==> config.mk <==
export PLATFORM = sky130hd
export DESIGN_NAME = fp_round_pack
export DESIGN_NICKNAME = d
export VERILOG_FILES = /design/src/rtl/fp_round_pack.sv
export SDC_FILE = /design/constraint.sdc
export NUM_CORES = 1
export LEC_CHECK = 0
export ABC_AREA = 0
export CORE_MARGIN = 8
export CORE_UTILIZATION = 45
export CTS_CLUSTER_SIZE = 24
export DETAILED_ROUTE_END_ITERATION = 10
export GPL_TIMING_DRIVEN = 0
export HOLD_SLACK_MARGIN = 0.06
export PLACE_DENSITY = 0.76
export SLEW_MARGIN = 20
export SYNTH_ARGS = -nofsm -noshare
export SYNTH_HDL_FRONTEND = slang
export SYNTH_SLANG_ARGS = --single-unit
==> constraint.sdc <==
create_clock -name clk -period 2.75 [get_ports clk]
set_input_delay 0.55 -clock clk [delete_from_list [all_inputs] [get_ports clk]]
set_output_delay 0.55 -clock clk [all_outputs]
set_load 0.01 [all_outputs]
==> src/rtl/fp_round_pack.sv <==
`default_nettype none
// +--------------------------------------------------------------------------+
// | fp_round_pack: round-half-up, carry renormalise and saturate, then pack   |
// | {S,E,F} through a 2-stage valid/ready pipe. ROUND_STATS_EN adds counters. |
// | Rev 1.0                                                                   |
// +--------------------------------------------------------------------------+
module fp_round_pack #(
  parameter int CNT_W = 16
) (
  input  logic             clk,
  input  logic             rst,
  input  logic             in_valid,
  output logic             in_ready,
  input  logic             in_sign,
  input  logic [2:0]       raw_E,
  input  logic [3:0]       raw_F,
  input  logic             rndg_bit,
  output logic             out_valid,
  input  logic             out_ready,
  output logic [7:0]       fp_out,
  output logic             sat
`ifdef ROUND_STATS_EN
  ,
  output logic [CNT_W-1:0] round_cnt,
  output logic [CNT_W-1:0] sat_cnt
`endif
);

  logic       s1_valid_q, s1_sign_q, s1_inc_q, s1_cy_q, s1_ovf_q;
  logic [2:0] s1_e_q;
  logic [3:0] s1_f_q;
  logic       s2_valid_q, sat_q;
  logic [7:0] fp_q;
  logic       s2_adv, in_fire, out_fire;
  logic [2:0] e_d;
  logic [3:0] f_d;
  logic       sat_d;

  assign s2_adv    = s1_valid_q & (~s2_valid_q | out_ready);
  assign in_ready  = ~s1_valid_q | s2_adv;
  assign in_fire   = in_valid & in_ready;
  assign out_fire  = s2_valid_q & out_ready;
  assign out_valid = s2_valid_q;
  assign fp_out    = fp_q;
  assign sat       = sat_q;

  // A carry out of F only happens when F is all ones, so the default path never wraps.
  always_comb begin
    e_d   = s1_e_q;
    f_d   = s1_f_q + {3'b000, s1_inc_q};
    sat_d = 1'b0;
    if (s1_ovf_q) begin
      e_d   = 3'd7;
      f_d   = 4'hF;
      sat_d = 1'b1;
    end else if (s1_cy_q) begin
      e_d = s1_e_q + 3'd1;
      f_d = 4'b1000;
    end
  end

  always_ff @(posedge clk or posedge rst) begin
    if (rst) begin
      s1_valid_q <= 1'b0;
      s1_sign_q  <= 1'b0;
      s1_e_q     <= 3'd0;
      s1_f_q     <= 4'd0;
      s1_inc_q   <= 1'b0;
      s1_cy_q    <= 1'b0;
      s1_ovf_q   <= 1'b0;
    end else if (in_fire) begin
      s1_valid_q <= 1'b1;
      s1_sign_q  <= in_sign;
      s1_e_q     <= raw_E;
      s1_f_q     <= raw_F;
      s1_inc_q   <= rndg_bit;
      s1_cy_q    <= (raw_F == 4'hF) & rndg_bit;
      s1_ovf_q   <= (raw_F == 4'hF) & rndg_bit & (raw_E == 3'd7);
    end else if (s2_adv) begin
      s1_valid_q <= 1'b0;
    end
  end

  always_ff @(posedge clk or posedge rst) begin
    if (rst) begin
      s2_valid_q <= 1'b0;
      fp_q       <= 8'h00;
      sat_q      <= 1'b0;
    end else if (s2_adv) begin
      s2_valid_q <= 1'b1;
      fp_q       <= {s1_sign_q, e_d, f_d};
      sat_q      <= sat_d;
    end else if (out_fire) begin
      s2_valid_q <= 1'b0;
    end
  end

`ifdef ROUND_STATS_EN
  logic [CNT_W-1:0] round_cnt_q, sat_cnt_q;

  always_ff @(posedge clk or posedge rst) begin
    if (rst) begin
      round_cnt_q <= '0;
      sat_cnt_q   <= '0;
    end else begin
      if (in_fire & rndg_bit) round_cnt_q <= round_cnt_q + 1'b1;
      if (out_fire & sat_q)   sat_cnt_q   <= sat_cnt_q + 1'b1;
    end
  end

  assign round_cnt = round_cnt_q;
  assign sat_cnt   = sat_cnt_q;
`endif

endmodule
`default_nettype wire
* Word level (Yosys, flattened, before mapping)
Cells that the tools add are included.
** Storage, ports and cells
- Flip-flop bits (word level) :: 22
- Bits of input ports :: 13
- Output and inout bits :: 11
- Word-level logic and storage cells :: 34
** Cells by class
- Add/sub/neg operators :: 2
- Eq/ne operators :: 2
- Multiplexer cells :: 9
- Bitwise gates (word level) :: 9
- Reductions and logical operators :: 2
** Operators by type and width (count)
- 2-to-1 mux 4 bit :: 2
- 2-to-1 mux 3 bit :: 2
- AND 1 bit :: 5
- 2-to-1 mux 1 bit :: 5
- adder 4 x 1 -> 4 bit :: 1
- == test 4 bit (second input constant) :: 1
- nonzero test 2 bit :: 2
- adder 3 x 1 -> 3 bit (second input constant) :: 1
- == test 3 bit (second input constant) :: 1
- NOT 1 bit :: 2
- OR 1 bit :: 2

* Logic depth before layout (Yosys ltp)
- Depth in word-level cells :: 6
- Mapped depth :: 5
- Depth with buffers taken out :: 5

* Least setup slack after synthesis
No wires, ideal clock.
- Path type :: input -> register
- Start :: in out_ready
- End :: reg s1_cy_q
- Library setup time :: 0.125 ns
- Arrival time :: 1.370 ns
- Setup slack :: 1.256 ns
- Cell stages on the path :: 4
- Path buffers :: 1
- Cells stage by stage :: nand3b_1 nand2_1 buf_6 mux2_2
** On the way
- Longest elaborated chain between the ends :: 4
** RTL lines
- start: declaration :: line 19 : input logic out_ready,
- OR 1 bit :: line 39 : assign s2_adv = s1_valid_q & (~s2_valid_q | out_ready);
- AND 1 bit :: line 39
- OR 1 bit :: line 40 : assign in_ready = ~s1_valid_q | s2_adv;
- AND 1 bit :: line 41 : assign in_fire = in_valid & in_ready;
- end signal: assignment :: line 77 : s1_cy_q <= (raw_F == 4'hF) & rndg_bit;
- end: declaration :: line 29 : logic s1_valid_q, s1_sign_q, s1_inc_q, s1_cy_q, s1_ovf_q;
Every way passes these cells.
A chain may end at the register's enable or synchronous reset.

* Worst setup path after layout
- Start :: in out_ready
- End :: out in_ready
** On the way
- Longest elaborated chain between the ends :: 3
** RTL lines
- OR 1 bit :: line 39
- AND 1 bit :: line 39
- OR 1 bit :: line 40
- end: declaration :: line 13 : output logic in_ready,
Every way passes these cells.

==> summary.md <==
| Metric | Value |
|---|---|
| Status | `finished, final reports clean` |
| Reg-to-reg startpoint | `s1_valid_q` |
| Primary FF master, synth | `dfrtp_1` |
| NumNets Final | `between 100 and 150` |
| Total Die Area | `about 4100 sq um` |
| Gate power share | `roughly 29%` |
| Synthesized flop and latch total | `22` |
| RSZ-0062 raised after global routing | `false` |
| Power share of the sequential group | `approximately 50%` |
| Most common cell in the netlist | `dfrtp_1` |
| Total track usage | `between 10 and 15%` |
| Dominant cells by area after synthesis | `dfrtp_1 (53%), mux2_2 (12%), a21oi_1 (8.3%), buf_6 (4.4%), ha_1 (3.6%)` |
| Lkg Pwr | `just under 0.6 nW` |
| PD cells | `a little over 600 nW/um^2` |
| TritonCTS clock tree | `yes` |
| Net switching power | `around 0.22 mW` |
| HP Class | `flop to flop` |
| Vias per cell | `about 5.2` |
| Initial antenna violation count | `0` |
| Setup Skew | `around 4.1 ps` |
| Resized Gates After CTS | `0` |
| Max-cap viol count | `0` |
| Clock Sinks | `22` |
| Top-area cell type share of the netlist area | `a little over half` |
| Synth Instances | `85` |
| Final Hold Fails | `0` |
| Fill count | `173` |
| Area grow syn2layout | `29.3%` |
| Sw Ratio | `between 20% and 30%` |
| Sequential area share after synthesis | `between 50% and 60%` |
| Slew headroom | `46.9%` |
| CTS max path bufs | `2` |
| Setup TNS | `0 ps` |
| Worst-Skew Late Latency | `roughly 300 ps` |
| Internal power | `approximately 0.60 mW` |
| Mean post-synth cell area | `~12 sq um` |
| Post-route ant nets | `0` |
| Vias in the first global route | `roughly 750` |
| 1st-iter DRT viols | `50` |
| DR WL/cell | `~14 um` |
| Cell taking the most area after synthesis | `dfrtp_1` |
| Max H-tree Level | `1` |
| Max FO, Critical Path | `3` |
| Synth cell types | `23` |
| CP Launch Type | `input pin` |
| Post-synth ARST share | `100%` |
| DP HPWL | `approximately 1500 um` |
| Setup repair bufs after CTS | `0` |
| Yosys warns | `0` |
| Hold path startpoint | `fp_out[7]` |
| CTS Buf Count | `3` |
| Clock share of power | `about a fifth` |
| Final GP Congestion | `about 0.79` |
| Least-Margin Pin Slew | `roughly 800 ps` |
| Mapped Nets | `~100` |
| Total gr overflow | `0` |
| # rows | `17` |
| Die H | `between 60 and 70 um` |
| Num ports | `24` |
| Slew Viols, Final | `0` |
| Cts hold-fix bufs | `0` |
| DRT Wirelength | `between 1500 and 2000 um` |
| Crit end category | `output port` |
| Fin crit period | `approximately 2300 ps` |
| Clk pin slew, worst setup/hold paths | `110 ps` |
| WP data arrival | `between 1500 and 2000 ps` |
| Finish-stage setup viols | `0` |
| Post-synth top cells | `dfrtp_1 (22), a21oi_1 (17), mux2_2 (11)` |
| Via count | `723` |
| First-pass GRT wire length | `~3400 um` |
| Layout Utilization | `60.8%` |
| Residual DRC count | `0` |
| DRT Pass-1 Iters | `4` |
| Port bufs | `23` |
| CP Class | `input pin to output port` |
| CTS root buf | `clkbuf_4` |
| CP startpoint | `out_ready` |
| Area of the mapped netlist | `1030 sq um` |
| EDFF count, synth | `0` |
| Share of cells above drive strength 1 | `between 20% and 30%` |
| Initial Util | `~47%` |
| Tcrit/Tclk final | `approximately 83%` |
| # diodes | `0` |
| Largest net degree at the start of global routing | `23` |
| Core region area | `~2200 sq um` |
| Critical path data required time | `between 2000 and 2500 ps` |
| VDD IR max | `331 uV` |
| Fmax | `0.439 GHz` |
| Die W | `approximately 64 um` |
-- worst max-delay path, stage by stage --
cell and delay, ps:
clkdlybuf4s50_1 470, nand3b_1 150, clkdlybuf4s50_1 550
-- registers in the layout, indices dropped and copies added, names as in the netlist --
name and count:
out_valid 1, s1_e_q 3, s1_inc_q 1, sat 1, s1_valid_q 1, fp_out 8, s1_sign_q 1, s1_ovf_q 1
s1_cy_q 1, s1_f_q 4
-- final cells by class --
| cell class | instances | area [sq um] | share of cell area (%) |
|---|---|---|---|
| plain buffers | 6 | 53.8 | 4.04 |
| clock buffers | 4 | 36.3 | 2.73 |
| inverters | 2 | 7.51 | 0.564 |
| multi-input cells | 55 | 418 | 31.4 |
| flip-flops and latches | 22 | 551 | 41.4 |
| well taps | 28 | 35.0 | 2.63 |
| repair buffers | 23 | 230 | 17.3 |
-- cell families after synthesis --
| logic type | synth area share, % |
|---|---|
| AO/OA/AOI/OAI | 10.3 |
| AND/OR/NAND/NOR | 9.11 |
| XOR/XNOR | 2.55 |
| multiplexers | 14.9 |
| buffers and inverters | 5.95 |
| adder cells (fa/ha/maj) | 3.65 |
| flip-flops | 53.5 |
-- cell usage in the layout, fill, tap and decap left out --
| cell | synthesis | routed |
|---|---|---|
| ha_1 | 3 | 3 |
| a31oi_1 | 1 | 1 |
| clkbuf_4 | 0 | 3 |
| nand3b_1 | 1 | 1 |
| nor3_1 | 1 | 1 |
| nand2b_4 | 1 | 1 |
| buf_1 | 1 | 1 |
| buf_2 | 1 | 1 |
| inv_1 | 2 | 2 |
| buf_6 | 4 | 4 |
| nor2_1 | 3 | 3 |
| clkbuf_8 | 0 | 1 |
| nand2b_1 | 1 | 1 |
| a21o_1 | 1 | 1 |
| nand2_1 | 2 | 2 |
| or2b_1 | 1 | 1 |
| nor2b_1 | 1 | 1 |
| a211oi_1 | 1 | 1 |
| xor2_1 | 3 | 3 |
| and2_4 | 1 | 1 |
| nand3_1 | 4 | 4 |
| clkdlybuf4s50_1 | 0 | 23 |
| dfrtp_1 | 22 | 22 |
| mux2_2 | 11 | 11 |
| a21oi_1 | 17 | 17 |
| mux2_4 | 2 | 2 |
-- path summary, 6_finish.rpt --
kind,to,slack [ps],cells past startpoint
setup / recovery,in_ready,470,3
hold / removal,fp_out[7],520,1
setup reg to reg,s1_e_q[2],1400,5
hold reg to reg,fp_out[7],520,1
max in group asynchronous,fp_out[7],1570,2
min in group asynchronous,s1_cy_q,680,2
-- through the flow --
step	power [mW]	cells	hold WS [ps]	cell area [sq um]	setup slack, ps
global route	0.877	140	538	1330	416
CTS	0.830	140	526	1330	467
floorplan	0.539	85	476	1030	1260
global placement	0.644	136	486	1290	479
finish	0.819	140	520	1330	474
detailed placement	0.653	136	497	1290	477
-- power groups by stage --
stage | Clock [mW] | Combinational, mW | Sequential (mW)
detailed placement | 0 | 0.238 | 0.415
global placement | 0 | 0.232 | 0.412
CTS | 0.182 | 0.240 | 0.409
global route | 0.198 | 0.264 | 0.416
finish | 0.174 | 0.236 | 0.408
floorplan | 0 | 0.113 | 0.426
-- routing by layer --
metal | vias to the layer above | GRT usage (%) | routed length [um]
li1 | 353 | - | -
met1 | 349 | 12.3 | 858
met2 | 19 | 16.1 | 896
met3 | 2 | 1.92 | 109
met4 | 0 | 6.69 | 27
met5 | - | 0 | 0
(Power assumes the default switching activity.)
